===== src/rtl/adc_pkg.sv =====
// adc_pkg: shared FSM states, default timing and channel helper for the ADC0809 scanner
package adc_pkg;
  localparam int DEF_CLK_DIV = 25;
  localparam int DEF_START_W = 5;
  localparam int DEF_OE_W = 4;
  localparam int DEF_EOC_TIMEOUT = 4000;
  localparam int ADDR_W = 3;
  typedef enum logic [2:0] {IDLE, SETUP, STRT, WAIT_LO, WAIT_HI, READ, NEXT} state_t;
  // first set bit of m at or above from, wrapping; bits above NUM_CH are zero so mod-8 wrap is exact
  function automatic logic [ADDR_W-1:0] pick(input logic [7:0] m, input logic [ADDR_W-1:0] from);
    logic [ADDR_W-1:0] r;
    logic f;
    r = '0;
    f = 1'b0;
    for (int i = 0; i < 8; i++) begin
      logic [ADDR_W-1:0] c;
      c = from + ADDR_W'(i);
      if (!f && m[c]) begin
        r = c;
        f = 1'b1;
      end
    end
    return r;
  endfunction
endpackage


===== src/rtl/adc_scan_ctrl_if.sv =====
// adc_scan_ctrl_if: ADC0809 pin bundle between scan controller (master) and converter (slave)
interface adc_scan_ctrl_if;
  import adc_pkg::*;
  logic ad_clk;
  logic ale;
  logic start;
  logic [ADDR_W-1:0] addr;
  logic OE;
  logic EOC;
  logic [7:0] D;
  modport master (output ad_clk, ale, start, addr, OE, input EOC, D);
  modport slave (input ad_clk, ale, start, addr, OE, output EOC, D);
endinterface


===== src/rtl/adc_clk_div.sv =====
// adc_clk_div: free-running ADC conversion clock, toggles every CLK_DIV sys_clk cycles
module adc_clk_div import adc_pkg::*; #(
  parameter int CLK_DIV = DEF_CLK_DIV
) (
  input  logic sys_clk,
  input  logic rst_n,
  output logic ad_clk
);
  localparam int W = $clog2(CLK_DIV + 1);
  logic [W-1:0] cnt;
  always_ff @(posedge sys_clk or negedge rst_n)
    if (!rst_n) begin
      cnt <= '0;
      ad_clk <= 1'b0;
    end else if (cnt == W'(CLK_DIV - 1)) begin
      cnt <= '0;
      ad_clk <= ~ad_clk;
    end else begin
      cnt <= cnt + 1'b1;
    end
endmodule


===== src/rtl/adc_scan_ctrl.sv =====
// adc_scan_ctrl: round-robin ADC0809 channel scanner with EOC timeout recovery
module adc_scan_ctrl import adc_pkg::*; #(
  parameter int NUM_CH = 8,
  parameter int CLK_DIV = DEF_CLK_DIV,
  parameter int START_W = DEF_START_W,
  parameter int OE_W = DEF_OE_W,
  parameter int EOC_TIMEOUT = DEF_EOC_TIMEOUT
) (
  input  logic sys_clk,
  input  logic rst_n,
  input  logic en,
  input  logic [NUM_CH-1:0] ch_mask,
  adc_scan_ctrl_if.master adc,
  output logic [7:0] sample_data,
  output logic [ADDR_W-1:0] sample_ch,
  output logic sample_valid,
  output logic timeout_err,
  output logic busy
);
  localparam int CW = $clog2(EOC_TIMEOUT + START_W + OE_W + 1);
  state_t state, state_n;
  logic [CW-1:0] cnt;
  logic [1:0] eoc_s;
  logic eoc, expired, waiting, cap, to;
  logic [ADDR_W-1:0] sel;
  adc_clk_div #(.CLK_DIV(CLK_DIV)) u_div (.sys_clk(sys_clk), .rst_n(rst_n), .ad_clk(adc.ad_clk));
  assign eoc = eoc_s[1];
  assign expired = cnt == CW'(EOC_TIMEOUT - 1);
  assign waiting = state == WAIT_LO || state == WAIT_HI;
  assign to = waiting && state_n == NEXT;
  assign cap = state == READ && state_n == NEXT;
  assign sel = pick(8'(ch_mask), state == IDLE ? '0 : adc.addr + ADDR_W'(1));
  always_comb begin
    state_n = state;
    case (state)
      IDLE:    state_n = en && |ch_mask ? SETUP : IDLE;
      SETUP:   state_n = STRT;
      STRT:    state_n = cnt == CW'(START_W - 1) ? WAIT_LO : STRT;
      WAIT_LO: state_n = !eoc ? WAIT_HI : expired ? NEXT : WAIT_LO;
      WAIT_HI: state_n = eoc ? READ : expired ? NEXT : WAIT_HI;
      READ:    state_n = cnt == CW'(OE_W - 1) ? NEXT : READ;
      NEXT:    state_n = en && |ch_mask ? SETUP : IDLE;
      default: state_n = IDLE;
    endcase
  end
  // strobes are registered from the next state so they line up with the state they describe
  always_ff @(posedge sys_clk or negedge rst_n)
    if (!rst_n) begin
      state <= IDLE;
      cnt <= '0;
      eoc_s <= '0;
      adc.ale <= 1'b0;
      adc.start <= 1'b0;
      adc.OE <= 1'b0;
      adc.addr <= '0;
      busy <= 1'b0;
      sample_valid <= 1'b0;
      timeout_err <= 1'b0;
      sample_data <= '0;
      sample_ch <= '0;
    end else begin
      eoc_s <= {eoc_s[0], adc.EOC};
      state <= state_n;
      cnt <= state_n != state ? '0 : cnt + 1'b1;
      adc.ale <= state_n == STRT;
      adc.start <= state_n == STRT;
      adc.OE <= state_n == READ;
      busy <= state_n != IDLE;
      sample_valid <= cap;
      timeout_err <= to;
      if (state_n == SETUP) adc.addr <= sel;
      if (cap) begin
        sample_data <= adc.D;
        sample_ch <= adc.addr;
      end
    end
endmodule

===== src/flat_wrapper.sv =====
// flat-port wrapper written by rule: the top's interface ports become plain ports
module adc_scan_ctrl_flat import adc_pkg::*;
#(
  parameter int NUM_CH = 8,
  parameter int CLK_DIV = DEF_CLK_DIV,
  parameter int START_W = DEF_START_W,
  parameter int OE_W = DEF_OE_W,
  parameter int EOC_TIMEOUT = DEF_EOC_TIMEOUT
)
  (sys_clk, rst_n, en, ch_mask, sample_data, sample_ch, sample_valid, timeout_err, busy, adc_ad_clk, adc_ale, adc_start, adc_addr, adc_OE, adc_EOC, adc_D);
  adc_scan_ctrl_if adc_i ();
  input  logic sys_clk;
  input  logic rst_n;
  input  logic en;
  input  logic [NUM_CH-1:0] ch_mask;
  output logic [7:0] sample_data;
  output logic [ADDR_W-1:0] sample_ch;
  output logic sample_valid;
  output logic timeout_err;
  output logic busy;
  output wire logic [$bits(adc_i.ad_clk)-1:0] adc_ad_clk;
  output wire logic [$bits(adc_i.ale)-1:0] adc_ale;
  output wire logic [$bits(adc_i.start)-1:0] adc_start;
  output wire logic [$bits(adc_i.addr)-1:0] adc_addr;
  output wire logic [$bits(adc_i.OE)-1:0] adc_OE;
  input wire logic [$bits(adc_i.EOC)-1:0] adc_EOC;
  input wire logic [$bits(adc_i.D)-1:0] adc_D;
  assign adc_ad_clk = adc_i.ad_clk;
  assign adc_ale = adc_i.ale;
  assign adc_start = adc_i.start;
  assign adc_addr = adc_i.addr;
  assign adc_OE = adc_i.OE;
  assign adc_i.EOC = adc_EOC;
  assign adc_i.D = adc_D;
  adc_scan_ctrl #(.NUM_CH(NUM_CH), .CLK_DIV(CLK_DIV), .START_W(START_W), .OE_W(OE_W), .EOC_TIMEOUT(EOC_TIMEOUT)) u_core (.sys_clk(sys_clk), .rst_n(rst_n), .en(en), .ch_mask(ch_mask), .adc(adc_i), .sample_data(sample_data), .sample_ch(sample_ch), .sample_valid(sample_valid), .timeout_err(timeout_err), .busy(busy));
endmodule

===== config.mk =====
export PLATFORM = sky130hd
export DESIGN_NAME = adc_scan_ctrl_flat
export DESIGN_NICKNAME = d
export VERILOG_FILES = /design/src/rtl/adc_pkg.sv /design/src/rtl/adc_scan_ctrl_if.sv /design/src/rtl/adc_clk_div.sv /design/src/rtl/adc_scan_ctrl.sv /design/src/flat_wrapper.sv
export SDC_FILE = /design/constraint.sdc
export NUM_CORES = 1
export LEC_CHECK = 0
export BUFFER_PORTS_ARGS = -buffer_cell sky130_fd_sc_hd__buf_2
export CAP_MARGIN = 20
export CORE_ASPECT_RATIO = 1.2
export CORE_MARGIN = 4
export CORE_UTILIZATION = 42
export DETAILED_ROUTE_END_ITERATION = 7
export PLACE_DENSITY = 0.68
export SLEW_MARGIN = 20
export SYNTH_ARGS = -nofsm -noshare
export SYNTH_HDL_FRONTEND = slang
export SYNTH_SLANG_ARGS = --single-unit

===== constraint.sdc =====
create_clock -name sys_clk -period 11.15 [get_ports sys_clk]
set_input_delay 2.23 -clock sys_clk [delete_from_list [all_inputs] [get_ports sys_clk]]
set_output_delay 2.23 -clock sys_clk [all_outputs]
set_load 0.02 [all_outputs]

==> impl_metrics.csv <==
group,metric,value,unit
outcome,outcome,"complete, no violations",
cells_and_area,finalNetCount,381,
clock_network,clock_latency,0.29,ns
placement,dp_hpwl,4.89,mm
synthesis,muxShareOfSynthArea,5.70,%
synthesis,synth-compound-area-share,15.9,%
floorplanning,coreArea,0.00649,mm^2
worst_setup_path,cp-startpoint,"ch_mask[1]",
clock_network,cts_setup_buffers,0,
worst_setup_path,start_kind,"input port",
synthesis,seq_area_frac_synth,37.4,%
sta,slew_headroom,40.2,%
cells_and_area,final_layout_size_suffix_gt1_share,17.7,%
cells_and_area,n_antenna_cell,0,
synthesis,synthAdderAreaFrac,2.67,%
worst_setup_path,cpMaxStageDelayCell,"or4b_4",
routing,drtIter0Drc,176,
worst_setup_path,r2r_slack,6.95,ns
sta,rsz0062_at_grt,"false",
placement,gp_congestion,0.882,
clock_network,cts_tree,"yes",
worst_setup_path,slowest_delay,0.58,ns
global_route,grt_antenna_before_repair,0,
clock_network,cts.repair.resized,0,
sta,worstMarginPinSlew,0.897,ns
global_route,track_usage,17.7,%
worst_setup_path,critPathRequiredTime,11.31,ns
floorplanning,die_x,82.7,um
synthesis,synth_cell_types,62,
power_and_ir_drop,powerDensity,361,mW/mm^2
sta,maxSlewViolCount,0,
floorplanning,initial_utilization,43.3,%
power_and_ir_drop,irDropWorstVdd,0.000145,V
sta,fin_crit_sh,37.8,%
routing,postRouteAntennaNets,0,
routing,drt_wl_total,6.55,mm
flow_run,maxCapViolations,0,
floorplanning,pin_count,41,
global_route,grt_start_max_net_pins,43,
worst_setup_path,endpoint,"u_core.adc.addr[1]",
synthesis,synth_simple_gate_area_share,27.2,%
floorplanning,die_h,97.6,um
global_route,grt_pass1_vias,2457,
worst_setup_path,crit_chain,"buf_2 -> nor2b_1 -> or4b_1 -> o21ai_1 -> nor3_2 -> or4b_4 -> o41ai_1 -> o22ai_1",
clock_network,clockBufferDepth,2,
global_route,gr-total-overflow,0,
synthesis,yosysWarnings,0,
worst_setup_path,reg2reg_depth,10,
routing,drt-pass1-iter-count,5,
synthesis,synth_top_family_by_area,"simple AND/OR/NAND/NOR gates",
floorplanning,die_area,0.00807,mm^2
clock_network,cts_buffers,5,
routing,wl_per_cell,14.9,um
synthesis,synth_edf_count,0,
routing,viasPerCell,5.57,
placement,portBuffers,40,
synthesis,synth_nets,348,
worst_setup_path,timing.rr.end,"u_core.adc.addr[1]",
synthesis,syn-instance-count,322,
routing,num_vias,2456,
synthesis,yosys_register_bits,42,
sta,final.setup_skew,0.00776,ns
worst_setup_path,cp_max_fo,5,
synthesis,synthesis.area,0.00281,mm^2
synthesis,synth-xor-area-share,6.72,%
sta,tns,0,ns
sta,setup-violations-final,0,
hold_path,min_from,"u_core.eoc_s[0]",
sta,fmax,237,MHz
floorplanning,row_count,32,
hold_path,hold_path.class,"register to register",
clock_network,cts.sinks,42,
clock_network,ctsHtreeMaxLevel,2,
worst_setup_path,crit_type,"input port to register",
synthesis,synth_top_flop_cell,"dfrtp_1",
worst_setup_path,r2r_start,"u_core.adc.addr[1]",
clock_network,hold_buffers,0,
worst_setup_path,end_kind,"register",
clock_network,clk_pin_slew,0.08,ns
cells_and_area,post-route-util,48.4,%
clock_network,cts_root_buf,"clkbuf_8",
power_and_ir_drop,total_leakage_power,0.00134,uW
cells_and_area,area.growth.synth_to_final,11.8,%
global_route,grt_pass1_wl,11.5,mm
worst_setup_path,cp.arrival,4.38,ns
synthesis,synth.avg_cell_area,8.73,um^2
routing,route.detailed.drc,0,
synthesis,async_reset_ff_share,100,%
sta,finalCriticalPeriod,4.22,ns
sta,finalHoldViolCount,0,
==> sequential cells by signal (all words and copies together) (netlist names) <==
signal and count:
u_core.cnt 12, u_core.sample_data 8, u_core.u_div.cnt 5, u_core.adc.addr 3, u_core.sample_ch 3, u_core.state 3
u_core.eoc_s 2, u_core.adc.OE 1, u_core.adc.ale 1, u_core.busy 1, u_core.sample_valid 1, u_core.timeout_err 1
u_core.u_div.ad_clk 1
==> critical path: cells and delay by family <==
kind	cells	cell delay, ns
AO/OA/AOI/OAI	3	0.65
AND/OR/NAND/NOR	4	1.38
buffers and inverters	1	0.12
==> power breakdown <==
group / internal, uW / leakage (uW) / switching, uW / total (uW)
clock network: 44.0 / 0.0000441 / 52.4 / 96.4
registers: 177 / 0.000510 / 31.3 / 209
logic: 333 / 0.000789 / 495 / 828
total: 554 / 0.00134 / 579 / 1130
==> cells by family after synthesis <==
logic type,after synthesis
AOI/OAI and AO/OA,62
and+or+nand+nor,150
muxes,14
xor gates and xnor gates,19
adders and majority gates,6
DFF,42
buffers and inverters,29
==> cells in the mapped netlist (3+ instances only) <==
cell,instances,area [um^2]
buf_2,8,40.0
a21oi_1,12,60.1
mux2i_1,7,70.1
clkbuf_1,5,18.8
a211oi_1,4,30.0
ha_1,6,75.1
and2_1,3,18.8
o22a_1,3,26.3
xnor2_1,9,78.8
nor2_1,36,135
nand4_1,4,25.0
xor2_1,8,70.1
nand3_1,8,40.0
nor3b_1,3,22.5
o211ai_1,3,22.5
or3_1,5,31.3
nor2b_1,5,31.3
o21ai_0,9,45.0
nand2b_1,7,43.8
mux2_2,4,45.0
nor4_1,6,37.5
nor3_1,13,65.1
a31oi_1,4,25.0
nand2_1,45,169
o22ai_1,5,31.3
inv_1,13,48.8
dfrtp_1,42,1050
==> cell type report <==
| class | count | area, um^2 |
|---|---|---|
| clock buffer | 5 | 68.8 |
| sequential | 42 | 1050 |
| tap | 85 | 106 |
| timing repair buffer | 41 | 208 |
| inverter | 14 | 52.6 |
| multi-input combinational | 251 | 1630 |
| fill | 627 | 3350 |
| clock inverter | 3 | 21.3 |
==> per-stage QoR <==
step	setup slack [ns]	instances	area, um^2	hold slack [ns]	power [uW]
final	6.93	441	3140	0.362	1130
after global routing	6.70	441	3140	0.367	1230
after CTS	6.96	441	3140	0.365	1120
after detailed placement	6.65	433	3050	0.347	1020
after global placement	6.65	433	3050	0.356	1020
after floorplan	6.93	322	2810	0.331	866
==> cells in the final DEF (no fill, tap or decap), types with 8 or more instances in the layout <==
master and instances:
nand2_1 45, dfrtp_1 42, buf_2 40, nor2_1 36
inv_1 13, nor3_1 13, a21oi_1 12, xnor2_1 9
o21ai_0 9, nand3_1 8, xor2_1 8
==> worst min-delay path by stage <==
stage	to	slack, ns	depth (start not counted)
2_1_floorplan	u_core.eoc_s[1]	0.33	0
3_3_place_gp	u_core.eoc_s[1]	0.36	0
3_5_place_dp	u_core.eoc_s[1]	0.35	0
4_1_cts	u_core.eoc_s[1]	0.36	0
5_1_grt	u_core.eoc_s[1]	0.37	0
6_report	u_core.eoc_s[1]	0.36	0
==> layer usage <==
metal,share of wire (%),global-route usage [%],vias to the layer above
met1,42,23.0,1141
met3,5.6,2.78,17
li1,-,-,1207
met5,0,0,-
met4,2.4,5.53,0
met2,50,29.6,91
Note: power is estimated with default switching activity, not from simulation.
